**src/rtl/hx711_sample_filter.sv**
```systemverilog
// Sequencer and moving-average filter for the HX711 serial driver.
// Keeps the driver converting, averages 2^LOG2_N samples, applies tare and flags mass steps.
module hx711_sample_filter #(
   parameter int LOG2_N      = 3,
   parameter int THRESH      = 100,
   parameter int TIMEOUT_CYC = 20000000
) (
   input  logic               clk,
   input  logic               reset,
   input  logic               en,
   input  logic               flush,
   input  logic               tare_req,
   input  logic               hx_ready,
   input  logic               hx_done_tick,
   input  logic [23:0]        hx_dout,
   output logic               hx_start,
   output logic signed [23:0] avg_raw,
   output logic signed [24:0] net_weight,
   output logic               out_valid,
   output logic               change_tick,
   output logic               busy,
   output logic               timeout_err
);
   localparam int N  = 1 << LOG2_N;
   localparam int SW = 24 + LOG2_N;
   localparam int TW = $clog2(TIMEOUT_CYC + 1);
   localparam logic [LOG2_N:0]      FULL  = (LOG2_N + 1)'(N);
   localparam logic [TW-1:0]        TLAST = TW'(TIMEOUT_CYC - 1);
   localparam logic signed [25:0]   TH    = 26'(THRESH);

   localparam logic [2:0] IDLE = 3'd0, REQ = 3'd1, WAIT = 3'd2, ACC = 3'd3, OUT = 3'd4;

   logic [2:0]              state;
   logic [TW-1:0]           timer;
   logic signed [23:0]      sample;
   logic signed [23:0]      win [N];
   logic signed [SW-1:0]    sum;
   logic [LOG2_N-1:0]       wr_ptr;
   logic [LOG2_N:0]         fill;
   logic signed [23:0]      tare_reg;
   logic signed [24:0]      prev_net;
   logic                    primed;
   logic                    tare_pending;

   logic signed [SW-1:0]    sum_nxt;
   logic [LOG2_N:0]         fill_nxt;
   logic signed [23:0]      avg_nxt;
   logic signed [24:0]      net_nxt;
   logic signed [25:0]      diff;
   logic                    over;

   // Outputs are computed from the post-ACC window so they appear during OUT.
   always_comb begin
      sum_nxt  = sum + {{LOG2_N{sample[23]}}, sample} - {{LOG2_N{win[wr_ptr][23]}}, win[wr_ptr]};
      fill_nxt = (fill == FULL) ? fill : fill + 1'b1;
      avg_nxt  = 24'(sum_nxt >>> LOG2_N);
      net_nxt  = {avg_nxt[23], avg_nxt} - {tare_reg[23], tare_reg};
      diff     = {net_nxt[24], net_nxt} - {prev_net[24], prev_net};
      over     = (diff > TH) || (diff < -TH);
   end

   assign hx_start = (state == REQ);
   assign busy     = (state != IDLE);

   always_ff @(posedge clk or posedge reset) begin
      if (reset) begin
         state       <= IDLE;
         timer       <= '0;
         sample      <= '0;
         timeout_err <= 1'b0;
      end else begin
         case (state)
            IDLE: begin
               timer <= '0;
               if (en && hx_ready) state <= REQ;
            end
            REQ: begin
               if (timer == TLAST) begin
                  timeout_err <= 1'b1;
                  state       <= IDLE;
               end else begin
                  timer <= timer + 1'b1;
                  if (!hx_ready) state <= WAIT;
               end
            end
            WAIT: begin
               // en is deliberately ignored here: a started conversion always completes
               if (timer == TLAST) begin
                  timeout_err <= 1'b1;
                  state       <= IDLE;
               end else begin
                  timer <= timer + 1'b1;
                  if (hx_done_tick) begin
                     sample <= hx_dout;
                     state  <= ACC;
                  end
               end
            end
            ACC:     state <= OUT;
            OUT:     state <= IDLE;
            default: state <= IDLE;
         endcase
      end
   end

   always_ff @(posedge clk or posedge reset) begin
      if (reset) begin
         for (int i = 0; i < N; i++) win[i] <= '0;
         sum    <= '0;
         wr_ptr <= '0;
         fill   <= '0;
      end else if (flush) begin
         for (int i = 0; i < N; i++) win[i] <= '0;
         sum    <= '0;
         wr_ptr <= '0;
         fill   <= '0;
      end else if (state == ACC) begin
         win[wr_ptr] <= sample;
         sum         <= sum_nxt;
         wr_ptr      <= wr_ptr + 1'b1;
         fill        <= fill_nxt;
      end
   end

   always_ff @(posedge clk or posedge reset) begin
      if (reset) begin
         avg_raw      <= '0;
         net_weight   <= '0;
         out_valid    <= 1'b0;
         change_tick  <= 1'b0;
         tare_reg     <= '0;
         prev_net     <= '0;
         primed       <= 1'b0;
         tare_pending <= 1'b0;
      end else begin
         out_valid   <= 1'b0;
         change_tick <= 1'b0;
         if (tare_req) tare_pending <= 1'b1;
         if (flush) begin
            primed <= 1'b0;
         end else if (state == ACC && fill_nxt == FULL) begin
            out_valid <= 1'b1;
            avg_raw   <= avg_nxt;
            primed    <= 1'b1;
            if (tare_pending) begin
               tare_reg     <= avg_nxt;
               net_weight   <= '0;
               prev_net     <= '0;
               tare_pending <= 1'b0;
            end else begin
               net_weight  <= net_nxt;
               prev_net    <= net_nxt;
               change_tick <= primed & over;
            end
         end
      end
   end
endmodule

```
**config.mk**
```make
export PLATFORM = sky130hd
export DESIGN_NAME = hx711_sample_filter
export DESIGN_NICKNAME = d
export VERILOG_FILES = /design/src/rtl/hx711_sample_filter.sv
export SDC_FILE = /design/constraint.sdc
export NUM_CORES = 1
export LEC_CHECK = 0
export CORE_MARGIN = 10
export CORE_UTILIZATION = 66
export CTS_CLUSTER_DIAMETER = 100
export DETAILED_ROUTE_END_ITERATION = 12
export PLACE_DENSITY = 0.86
export SLEW_MARGIN = 15
export SYNTH_ARGS = -nofsm -noshare
export SYNTH_HDL_FRONTEND = slang
export SYNTH_SLANG_ARGS = --single-unit
```
**constraint.sdc**
```tcl
create_clock -name clk -period 20.6 [get_ports clk]
set_clock_uncertainty 0.05 [all_clocks]
set_input_delay 4.12 -clock clk [delete_from_list [all_inputs] [get_ports clk]]
set_output_delay 4.12 -clock clk [all_outputs]
set_load 0.05 [all_outputs]
```
## Word level (Yosys, flattened, before mapping)

Index checks and enable logic that the tools add are counted.

| word-level totals | value |
|---|---|
| flip-flop bits (word level) | 356 |
| bits of input ports | 31 |
| output and inout bits | 54 |
| word-level logic and storage cells | 98 |

| operators by class | value |
|---|---|
| add/subtract/negate cells | 7 |
| order comparisons | 4 |
| equality and inequality tests | 10 |
| multiplexer cells | 35 |
| bitwise operators | 4 |
| reduce and logical (&&, ||, !) cells | 16 |

Operators by type and width:

| operator | count |
|---|---|
| 2-to-1 mux 192 bit | 2 |
| bitwise mux 192 bit | 1 |
| binary-select mux 24 bit (select 3 bit) | 1 |
| demux 24 bit (select 3 bit) | 1 |
| 2-to-1 mux 24 bit | 3 |
| 2-to-1 mux 27 bit | 2 |
| 2-to-1 mux 25 bit | 2 |
| one-hot mux 25 bit (2 select lines) | 1 |
| adder 27 bit | 1 |
| subtractor 27 bit | 1 |
| > comparator 26 x 8 -> 1 bit, second input constant | 1 |
| < comparator 26 x 8 -> 1 bit, second input constant | 1 |
| subtractor 25 x 25 -> 26 bit | 1 |
| adder 25 x 1 -> 25 bit, second input constant | 1 |
| == test 25 bit, second input constant | 1 |
| subtractor 24 x 24 -> 25 bit | 1 |
| 2-to-1 mux 3 bit | 7 |
| 2-to-1 mux 4 bit | 3 |
| one-hot mux 3 bit (4 select lines) | 1 |
| 2-to-1 mux 1 bit | 11 |
| AND reduction 3 bit | 3 |
| == test 4 bit, second input constant | 2 |
| == test 3 x 2 -> 1 bit, second input constant | 2 |
| AND reduction 2 bit | 3 |
| 17 further kinds | 23 |

## Logic depth before layout (Yosys ltp)

| logic depth | value |
|---|---|
| depth in word-level cells | 13 |
| depth in mapped cells | 37 |
| mapped depth without buffers | 34 |

## Worst setup path before layout

Ideal clock, no wire load.

| path | value |
|---|---|
| kind | register to register |
| from | reg wr_ptr[0] |
| to | reg change_tick |
| data arrival time | 7.200 ns |
| required time | 20.410 ns |
| setup slack | 13.211 ns |
| stages on the path, launching flop included | 34 |
| path buffers | 3 |
| cells stage by stage | dfrtp_1 clkbuf_1 and3b_1 clkbuf_1 clkbuf_1 a22oi_1 nand4_1 fa_1 inv_1 fa_1 a21o_1 a21oi_2 o21ai_0 a31oi_1 xnor2_1 inv_1 ha_1 o21a_1 o211ai_1 a31oi_1 o211a_1 a21boi_0 xnor2_1 ha_1 a21o_1 a21oi_1 nand2_1 xor2_1 o21ai_0 nor4_1 nand4_1 or4_1 nor4_1 a221oi_1 |

| between the ends | value |
|---|---|
| cells in the longest elaborated chain, start to end | 13 |

Ends and longest elaborated chain:

| item | RTL line | text |
|---|---|---|
| start, declared | 38 | `logic [LOG2_N-1:0] wr_ptr;` |
| start signal, assigned | 120 | `wr_ptr <= wr_ptr + 1'b1;` |
| NOT 3 -> 4 bit (implied by the code) * | 54 | `sum_nxt = sum + {{LOG2_N{sample[23]}}, sample} - {{LOG2_N{win[wr_ptr][23]}}, win[wr_ptr]};` |
| binary-select mux 24 bit (select 3 bit) * | 54 |  |
| 2-to-1 mux 24 bit (implied by the code) * (2 in a row) | 54 |  |
| subtractor 27 bit * | 54 |  |
| net sum_nxt[8] | 45 | `logic signed [SW-1:0] sum_nxt;` |
| subtractor 24 x 24 -> 25 bit * | 57 | `net_nxt = {avg_nxt[23], avg_nxt} - {tare_reg[23], tare_reg};` |
| subtractor 25 x 25 -> 26 bit * | 58 | `diff = {net_nxt[24], net_nxt} - {prev_net[24], prev_net};` |
| > comparator 26 x 8 -> 1 bit or < comparator 26 x 8 -> 1 bit (tied branches) | 59 | `over = (diff > TH) \|\| (diff < -TH);` |
| logical OR 1 bit * | 59 |  |
| bitwise AND 1 bit * | 153 | `change_tick <= primed & over;` |
| 2-to-1 mux 1 bit * | 145 | `if (tare_pending) begin` |
| 2-to-1 mux 1 bit * | 141 | `end else if (state == ACC && fill_nxt == FULL) begin` |
| 2-to-1 mux 1 bit * | 139 | `if (flush) begin` |
| end signal, assigned | 153 |  |
| end, declared | 20 | `output logic change_tick,` |

The timed path passes the listed nets; every way through them passes the cells marked *. The select of a mux whose other input is x is not followed.
A chain may end at the register's enable or synchronous reset.

## Worst setup path in the final report

Ends and elaborated chain as after synthesis.

==> metrics.cfg <==
[run_status]
status = completed

[setup_path]
r2r-start = wr_ptr[0]
crit_fanout = 18
start_kind = flop
ff2ff_setup_slack_ps = 11680
r2r_cells = 33
path_common_cell = o21ai_0
cpPeakStageDelay_ps = 720
crit_type = reg2reg
arrival_ps = 9260
cp-end-kind = flop
worstReg2RegEnd = change_tick
worstPathRequired_ps = 20940
crit_slowest_cell = nor3b_2

[clock_network]
clockBufferDepth = 3
holdBufCountCts = 0
cts_resized = 0
postCtsSetupBuffers = 0
clkLatencyLatePin_ps = 540
clk_pin_slew_worst_paths_ps = 70
root_buffer = clkbuf_16
numCtsBuffers = 38
cts_tree = yes
cts.sinks = 356
htreeDepth = 2

[yosys]
ys_warn_count = 0
yosys.area_share.simple = 0.1741
synth.avg_cell_area_um2 = 8.654
synth_area_um2 = 20090
syn-num-nets = 2461
synth_compound_area_frac = 0.1739
synth_top_family_by_area = simple AND/OR/NAND/NOR gates
yosysSeqAreaShare = 0.4435
synthMuxAreaShare = 0.02841
synth-xor-area-share = 0.03925
synth_seq_cells = 356
synthAdderAreaFrac = 0.07936
synth-async-reset-ratio = 1.000
ys.flop_type = dfrtp_1
synthCells = 2321
synth_edf_count = 0
netlist-cell-type-count = 74

[sta]
fin_crit_ps = 8923
period_share = 0.4332
slew_violations = 0
fmax_ghz = 0.1121
fin_ws_ps = 11680
slew_headroom = 0.1749
tightest_slew_ps = 1235
fin_setup_tns_ps = 0
hold_viol = 0
setup_viol = 0
grt_setup_unrepaired = no

[final_layout]
largestRegisters = win x192, sum x27
fin_nets = 2459
largest_reg_flops = 192
syn2layout_area_growth_pct = 11.03
drive_gt1_frac = 0.06857
nFillCells = 2152
regMostFlops = win
num_antenna_cells = 0

[drt]
via_per_inst = 6.385
ant_nets = 0
totalWireLength_um = 55820
vias = 17480
drtPass1Iterations = 7
drtIter0Drc = 2046
drt-wirelength-per-cell_um = 20.39
drc = 0

[worst_hold_path]
hold_path_class = reg2reg
hp-start = timeout_err
hold-path-endpoint = timeout_err
hold_path_depth = 1

[flow_run]
drv_cap = 0

[placed_design]
pre_cts_slack_ps = 12000
post-dp-hpwl_um = 37030
port_buffers = 84
gp_congestion = 0.9742

[floorplanning]
start_util = 0.6741
ios = 85
std_cell_rows = 63
die_area_um2 = 37810
core_um2 = 29800
die-width_um = 194.5
die_y_um = 194.5

[global_routing]
antenna_found_initial = 0
grt_pass1_vias = 17430
overflow = 0
grt_pass1_wl_um = 89780
grt_max_degree = 129
track_usage = 0.2851

[final cells by class]
type / count / area [um2] / share of cell area
clock inverters: 18 / 187.7 / 0.008416
inverters: 176 / 668.1 / 0.02996
multi-input cells: 1641 / 9981 / 0.4476
well taps: 390 / 488.0 / 0.02188
flip-flops and latches: 356 / 8909 / 0.3995
clock buffers: 51 / 1060 / 0.04752
repair buffers: 106 / 1007 / 0.04517
[stage by stage]
stage / area (um2) / util / hold slack (ps) / instances
final: 22300 / 0.7484 / 409.3 / 2738
after global placement: 21050 / 0.7064 / 390.0 / 2669
after CTS: 22300 / 0.7483 / 413.1 / 2738
after floorplan: 20090 / - / 399.8 / 2321
after global routing: 22300 / 0.7484 / 445.2 / 2738
after detailed placement: 21050 / 0.7064 / 397.5 / 2669
[cells by family (layout without fill, tap and decap cells)]
logic type,after synthesis,in the layout
mux,51,51
simple gates,809,809
buf+inv,324,351
fa+ha+maj,111,111
compound gates,580,580
xor+xnor,90,90
flops,356,356
[metal layers]
layer  part of all wire  global-route usage  routed length, um
met1               0.38              0.3533              21260
met5                  0                   0                  0
met3              0.093             0.05042               5184
met4              0.039              0.1229               2190
met2               0.49              0.4799              27190
[worst max-delay path by stage]
stage / from / end / slack, ps / cells after the start
2_1_floorplan: reset / avg_raw[0] / 6550 / 1
3_3_place_gp: wr_ptr[0] / change_tick / 12300 / 33
3_5_place_dp: wr_ptr[0] / change_tick / 12000 / 33
4_1_cts: wr_ptr[0] / change_tick / 11940 / 34
5_1_grt: wr_ptr[0] / change_tick / 11250 / 32
6_report: wr_ptr[0] / change_tick / 11680 / 33
[critical path: cells and delay by family, from the launching register on]
| kind | cells | cell delay (ps) |
|---|---|---|
| flip-flops | 1 | 540 |
| buffers and inverters | 3 | 580 |
| AND/OR/NAND/NOR | 12 | 3110 |
| AO/OA/AOI/OAI | 12 | 2570 |
| XOR/XNOR | 2 | 460 |
| adder cells (fa/ha/maj) | 4 | 1420 |
[layout by cell type, fill, tap and decap left out, types with 39 or more instances in the layout]
| cell | n |
|---|---|
| mux2_2 | 48 |
| a22oi_1 | 93 |
| ha_1 | 81 |
| xor2_1 | 39 |
| inv_1 | 174 |
| a21oi_1 | 278 |
| o21ai_0 | 78 |
| dfrtp_1 | 356 |
| nand2_1 | 544 |
| nor2_1 | 80 |
| clkdlybuf4s50_1 | 83 |
| xnor2_1 | 51 |
[Yosys cell counts (all sizes together), types with 13 or more instances]
master | n | area [um2]
clkbuf | 136 | 510.5
and3 | 13 | 81.33
nand2 | 545 | 2046
nand3 | 25 | 125.1
inv | 176 | 660.6
a31oi | 17 | 106.4
nor3 | 22 | 110.1
o21ai | 80 | 400.4
dfrtp | 356 | 8909
mux2 | 48 | 540.5
nand4 | 27 | 168.9
ha | 81 | 1013
xor2 | 39 | 341.6
a21oi | 282 | 1426
a21o | 22 | 165.2
fa | 28 | 560.5
nor2 | 81 | 304.0
a22oi | 93 | 698.2
xnor2 | 51 | 446.7
nand2b | 16 | 100.1
and2 | 13 | 83.83
nor2b | 16 | 100.1
Power is left out: the tool's default activity adds up to more than one toggle a clock period on the data nets, which glitch-free logic cannot reach.
